[src/rtl/branch_predictor.sv]
// branch_predictor
//   Bimodal branch predictor: 16-entry table of 2-bit saturating counters
//   indexed by PC[5:2], plus EX-stage misprediction detection, redirect PC
//   generation and saturating statistics counters.
// Ports
//   clk_i            pipeline clock, all state updates on rising edge
//   rst_i            synchronous active-high reset
//   ID_pc_i          PC of the instruction in ID
//   ID_branch_i      ID instruction is a conditional branch
//   predict_o        taken prediction for the ID instruction
//   EX_branch_i      EX instruction is a valid branch
//   EX_predict_i     prediction carried with the EX branch
//   EX_taken_i       actual outcome resolved in EX
//   EX_pc_i          PC of the EX branch
//   EX_branch_pc_i   target address of the EX branch
//   mispredict_o     EX branch prediction was wrong
//   flush_o          IF/ID and ID/EX flush (same as mispredict_o)
//   redirect_pc_o    corrected fetch PC
//   branch_cnt_o     saturating count of resolved branches
//   mispredict_cnt_o saturating count of mispredictions
module branch_predictor (
  input  logic        clk_i,
  input  logic        rst_i,
  input  logic [31:0] ID_pc_i,
  input  logic        ID_branch_i,
  output logic        predict_o,
  input  logic        EX_branch_i,
  input  logic        EX_predict_i,
  input  logic        EX_taken_i,
  input  logic [31:0] EX_pc_i,
  input  logic [31:0] EX_branch_pc_i,
  output logic        mispredict_o,
  output logic        flush_o,
  output logic [31:0] redirect_pc_o,
  output logic [15:0] branch_cnt_o,
  output logic [15:0] mispredict_cnt_o
);

  logic [1:0]  pht_q [16];
  logic [15:0] branch_cnt_q;
  logic [15:0] mispredict_cnt_q;
  logic [3:0]  id_idx;
  logic [3:0]  ex_idx;
  logic        mispredict;

  // Only PC[5:2] selects a table entry; the remaining bits are intentionally ignored.
  logic unused_ok;
  assign unused_ok = ^{ID_pc_i[31:6], ID_pc_i[1:0], EX_pc_i[1:0]};

  assign id_idx = ID_pc_i[5:2];
  assign ex_idx = EX_pc_i[5:2];

  // Reads the registered table: a same-cycle EX update to the same entry is not bypassed.
  assign predict_o = ID_branch_i & pht_q[id_idx][1];

  assign mispredict    = EX_branch_i & (EX_predict_i ^ EX_taken_i);
  assign mispredict_o  = mispredict;
  assign flush_o       = mispredict;
  assign redirect_pc_o = EX_taken_i ? EX_branch_pc_i : EX_pc_i + 32'd4;

  assign branch_cnt_o     = branch_cnt_q;
  assign mispredict_cnt_o = mispredict_cnt_q;

  always_ff @(posedge clk_i) begin
    if (rst_i) begin
      for (int unsigned i = 0; i < 16; i++) begin
        pht_q[i] <= 2'b10;
      end
      branch_cnt_q     <= '0;
      mispredict_cnt_q <= '0;
    end else if (EX_branch_i) begin
      if (EX_taken_i) begin
        if (pht_q[ex_idx] != 2'b11) pht_q[ex_idx] <= pht_q[ex_idx] + 2'd1;
      end else begin
        if (pht_q[ex_idx] != 2'b00) pht_q[ex_idx] <= pht_q[ex_idx] - 2'd1;
      end
      if (branch_cnt_q != '1) branch_cnt_q <= branch_cnt_q + 16'd1;
      if (mispredict && (mispredict_cnt_q != '1)) mispredict_cnt_q <= mispredict_cnt_q + 16'd1;
    end
  end

endmodule

[config.mk]
export PLATFORM = sky130hd
export DESIGN_NAME = branch_predictor
export DESIGN_NICKNAME = d
export VERILOG_FILES = /design/src/rtl/branch_predictor.sv
export SDC_FILE = /design/constraint.sdc
export NUM_CORES = 1
export LEC_CHECK = 0
export CORE_ASPECT_RATIO = 0.75
export CORE_MARGIN = 1.5
export CORE_UTILIZATION = 46
export CTS_CLUSTER_DIAMETER = 40
export DETAILED_ROUTE_END_ITERATION = 8
export PLACE_DENSITY = 0.9
export SLEW_MARGIN = 10
export SYNTH_ARGS = -nofsm -noshare
export SYNTH_HDL_FRONTEND = slang
export SYNTH_SLANG_ARGS = --single-unit
[constraint.sdc]
create_clock -name clk_i -period 3.4 [get_ports clk_i]
set_clock_uncertainty 0.15 [all_clocks]
set_input_delay 0.68 -clock clk_i [delete_from_list [all_inputs] [get_ports clk_i]]
set_output_delay 0.68 -clock clk_i [all_outputs]
set_load 0.03 [all_outputs]
After elaboration in Yosys (flattened, before gate mapping)
Memories as Yosys holds them, arrays and structs flattened.
Cells that the tools add are included.
{"block": "totals", "regBits": 32, "latchBits": 0, "ram_bits": 32, "rom_bits": 0, "in_bits": 102, "output_inout_bits": 67, "wordCells": 37, "memories": 1}
{"name": "pht_q", "words": 16, "word_bits": 2, "read_ports": 2, "rd_ports_with_merged_regs": 0, "wr": 16, "line": "39", "source": "logic [1:0] pht_q [16];"}
{"block": "op_classes", "n_addsub": 5, "mul": 0, "n_div": 0, "order_cmp": 0, "n_eq_ne": 3, "n_shift": 0, "muxes": 17, "n_bitwise": 4, "n_reduce_logical": 5}
{"op": "$add A16 B1 Y16 const B", "count": 2}
{"op": "$add A32 B3 Y32 const B", "count": 1}
{"op": "$mux W32", "count": 1}
{"op": "$ne A16 B16 Y1 const B", "count": 2}
{"op": "$mux W1", "count": 13}
{"op": "$mux W2", "count": 2}
{"op": "$mux W4", "count": 1}
{"op": "$reduce_and A2 Y1", "count": 2}
{"op": "$add A2 B1 Y2 const B", "count": 1}
{"op": "$and A1 B1 Y1", "count": 2}
{"op": "$ne A2 B2 Y1 const B", "count": 1}
{"op": "$reduce_bool A2 Y1", "count": 1}
{"op": "$reduce_or A2 Y1", "count": 1}
{"op": "$sub A2 B1 Y2 const B", "count": 1}
{"op": "$logic_and A1 B1 Y1", "count": 1}
{"op": "$or A1 B1 Y1", "count": 1}
{"op": "$xor A1 B1 Y1", "count": 1}

Logic depth before layout (Yosys ltp)
An unclocked memory read counts as a cell.
{"block": "depth", "ltp_word": 10, "mapped_depth": 8, "mapped_depth_nobuf": 6}

Least setup slack after synthesis
Ideal clock, no wire load.
{"block": "synth_timing", "path_kind": "input port to output port", "from": "input EX_pc_i[2]", "to": "output redirect_pc_o[28]", "arrival_time_ns": 2.884, "required_time_ns": 2.570, "slack_ns": -0.314, "stages": 8, "n_path_buf": 2, "path_cell_list": "ha_1 clkbuf_1 nand4_1 or3_1 clkbuf_1 nor4b_1 xnor2_1 o21ai_0"}
{"block": "synth_between", "elab_chain_len": 2}
{"element": "from (decl)", "line": "30", "source": "input logic [31:0] EX_pc_i,"}
{"element": "$add A32 B3 Y32", "line": "59", "source": "assign redirect_pc_o = EX_taken_i ? EX_branch_pc_i : EX_pc_i + 32'd4;"}
{"element": "$mux W32", "line": "59"}
{"element": "to (decl)", "line": "34", "source": "output logic [31:0] redirect_pc_o,"}
Every way passes these cells.

Worst setup path in the final report
{"block": "layout_timing", "from": "input EX_pc_i[11]", "to": "output redirect_pc_o[28]"}
Same word-level chain as after synthesis.

==> flow_summary.toml <==
[clocking]
cts_root_buf = "clkbuf_16"
cts_buffers = 9
clock_latency_ns = 0.33
htreeDepth = 3
path_clk_slew_ns = 0.06
cts_hold_buf = 0
cts_tree = "built"
cts.sinks = 64
clk_path_buf_depth = 2

[timing]
hold_slack_ns = 0.376
fin_crit_sh_pct = 101
max_freq_ghz = 0.291
hold_viol_final = 0
period_minus_slack_ns = 3.43
setup_slack_ns = -0.0325
setup_viol = 1
relSlewSlack_pct = 48.5
drv_slew = 0
tightestPinTransition_ns = 0.766

[power_and_ir_drop]
power_frac_seq_pct = 36.7
p_comb_share_pct = 23.7
p_sw_share_pct = 27.9
internal-power_mw = 1.64
ir_drop_uv = 221
pwr-share-clk_pct = 39.6
powerDensity_nw_per_um2 = 334
power_switching_mw = 0.633
p_leak_nw = 2.56

[global_route]
antenna_found_initial = 0
globalRouteTotalUtil_pct = 28.3
grt_max_degree = 34
grt_pass1_vias = 4975
grt_pass1_wl_um = 24400
grt_overflow = 0

[synthesis]
synth_top_family_by_area = "simple AND/OR/NAND/NOR gates"
mappedNetlistArea_sq_um = 4610
synth_edf_count = 32
avgSynthCellArea_sq_um = 8.86
synth_compound_gate_area_share_pct = 15.6
ys_seq_area_share_pct = 34.7
syn_nets = 629
synth.top_cell.area_share_pct = 20.8
ys_ff_latch = 64
synth_xor_area_share_pct = 9.68
synth-simple-area-share_pct = 22.9
ys.flop_type = "edfxtp_1"
synth_top_area_cell = "edfxtp_1"
ys_warn_count = 0
synthMuxAreaShare_pct = 10.1
syn_inst = 521
synth_area_leaders = "edfxtp_1 (21%), dfxtp_1 (14%), xnor2_1 (6.8%), nand2_1 (4.7%), mux4_2 (4.4%)"
yosysUniqueCellTypes = 46
ys_async_sr_fraction_pct = 0
synth_adder_area_share_pct = 1.63

[worst_setup_path]
start_kind = "primary input"
cp-end-kind = "output port"
crit_fanout = 7
required_ns = 2.57
setup.worst_path.class = "primary input to output port"
arrival_ns = 2.60
r2r_setup_slack_ns = 0.65

[finish]
stdcell_count = 827
stdcell_area_sq_um = 6810
antennaDiodeCount = 0
num-nets-final = 799
syn_to_final_growth_pct = 47.5
drive_above_1_share_pct = 20.9
num-fill-cells = 687
final_core_util_pct = 70.2

[routing]
wl_um = 15600
num_vias = 5019
drt_first_pass_iters = 6
ant_nets = 0
wire_per_inst_um = 18.9
drc = 0
via_per_inst = 6.07
drt_iter0_drc = 447

[place]
gp_congestion = 0.948
io_buffers = 140
dpl.cell_count = 803
dp_hpwl_um = 10900
dpl_cell_area_sq_um = 6310

[floorplan]
die_w_um = 119
ios = 169
core_sq_um = 9700
dieArea_sq_um = 10600
initial_utilization_pct = 47.6
die_h_um = 89.7
rows = 31

[flow_run]
cap_violations = 0

[outcome]
violations = "setup timing"
status = "finished with violations"

[min_path]
hold_path_class = "flop to flop"
what timing repair did:
action	in CTS	in global routing
pin swaps	7	7
gates resized for setup	27	23
buffers inserted	5	4
gates cloned	0	0
endpoints found under the setup margin	21	17
endpoints found under the hold margin	0	0
critical path: stages:
cell and delay [ns]:
clkdlybuf4s50_1 0.50, inv_1 0.08, or3_4 0.48, nor4b_4 0.30
xnor2_1 0.13, o21ai_1 0.23, buf_4 0.21
cells in the final DEF (no fill, tap or decap), types with 11 or more instances in the layout:
master           synthesis  routed
nand2_1                 58      58
nor3b_1                 13      13
o211ai_1                20      20
nand3_1                 21      20
mux2i_1                 13      13
edfxtp_1                32      32
inv_1                   12      12
xor2_1                  15      15
nor2_1                  47      44
clkdlybuf4s50_1          0      95
xnor2_1                 36      36
a41o_1                  17      17
buf_4                    1      84
dfxtp_1                 32      32
o21ai_1                  0      18
nand4_1                 11      11
and3_1                  17      16
o21ai_0                 34      14
through the flow:
| step | TNS [ns] | power (mW) | setup slack (ns) |
|---|---|---|---|
| after global routing | -0.0947 | 2.34 | -0.0465 |
| after detailed placement | -17.37 | 1.36 | -0.526 |
| after CTS | -0.0399 | 2.27 | -0.0182 |
| final | -0.0325 | 2.27 | -0.0325 |
| after global placement | -14.03 | 1.35 | -0.466 |
| after floorplan | -0.0917 | 1.12 | -0.0917 |
cells in the mapped netlist, drive strengths merged, types with 3 or more instances:
cell type / instances
or3: 4
nor2b: 5
clkbuf: 29
and3: 17
inv: 12
or4: 6
nand2: 58
mux2: 7
nand2b: 3
ha: 6
and2: 3
and4: 3
mux4: 11
edfxtp: 32
nand3: 21
a21o: 3
o31ai: 4
o211ai: 20
nor2: 47
o2111ai: 5
nand4: 11
xnor2: 36
mux2i: 13
a41o: 17
nor4: 8
nor3b: 13
nor3: 10
a211oi: 7
xor2: 15
dfxtp: 32
a21oi: 9
buf: 11
o21ai: 34
cells by family after synthesis:
| logic type | after synthesis |
|---|---|
| and+or+nand+nor | 212 |
| AOI/OAI and AO/OA | 104 |
| DFF | 64 |
| buffers and inverters | 53 |
| xor gates and xnor gates | 51 |
| muxes | 31 |
| adders and majority gates | 6 |
power by group through the flow:
stage               Sequential [mW]  Combinational, mW  Clock, mW
finish                        0.834              0.538      0.901
global placement              0.848              0.499          0
CTS                           0.833              0.520      0.913
floorplan                     0.855              0.261          0
detailed placement            0.849              0.514          0
global route                  0.835              0.565      0.941
flip-flops by register name (all words and copies together), names as in the netlist:
name / flops
pht_q: 32
mispredict_cnt_o: 16
branch_cnt_o: 16
path summary, 6_finish.rpt:
path	endpoint	from	cells after the start
min reg2reg	branch_cnt_o[15]$_SDFFE_PP0P_	branch_cnt_o[15]$_SDFFE_PP0P_	2
max	redirect_pc_o[28]	EX_pc_i[11]	7
min	branch_cnt_o[15]$_SDFFE_PP0P_	branch_cnt_o[15]$_SDFFE_PP0P_	2
max reg2reg	pht_q[12][0]$_SDFFCE_PN0P_	pht_q[3][0]$_SDFFCE_PN0P_	6
metal layers:
| metal | global-route usage (%) | share of wire (%) |
|---|---|---|
| met1 | 34.9 | 39 |
| met2 | 48.7 | 49 |
| met3 | 8.31 | 9.9 |
| met4 | 7.33 | 2.3 |
| met5 | 0 | 0 |
cell type report:
type,count,area [sq um],area share [%]
tap,132,165,2.43
clock inverter,2,11.3,0.165
sequential,64,1600,23.5
timing repair buffer,199,1790,26.3
inverter,13,48.8,0.717
clock buffer,13,282,4.14
multi-input combinational,404,2910,42.7
(Power assumes the default switching activity.)
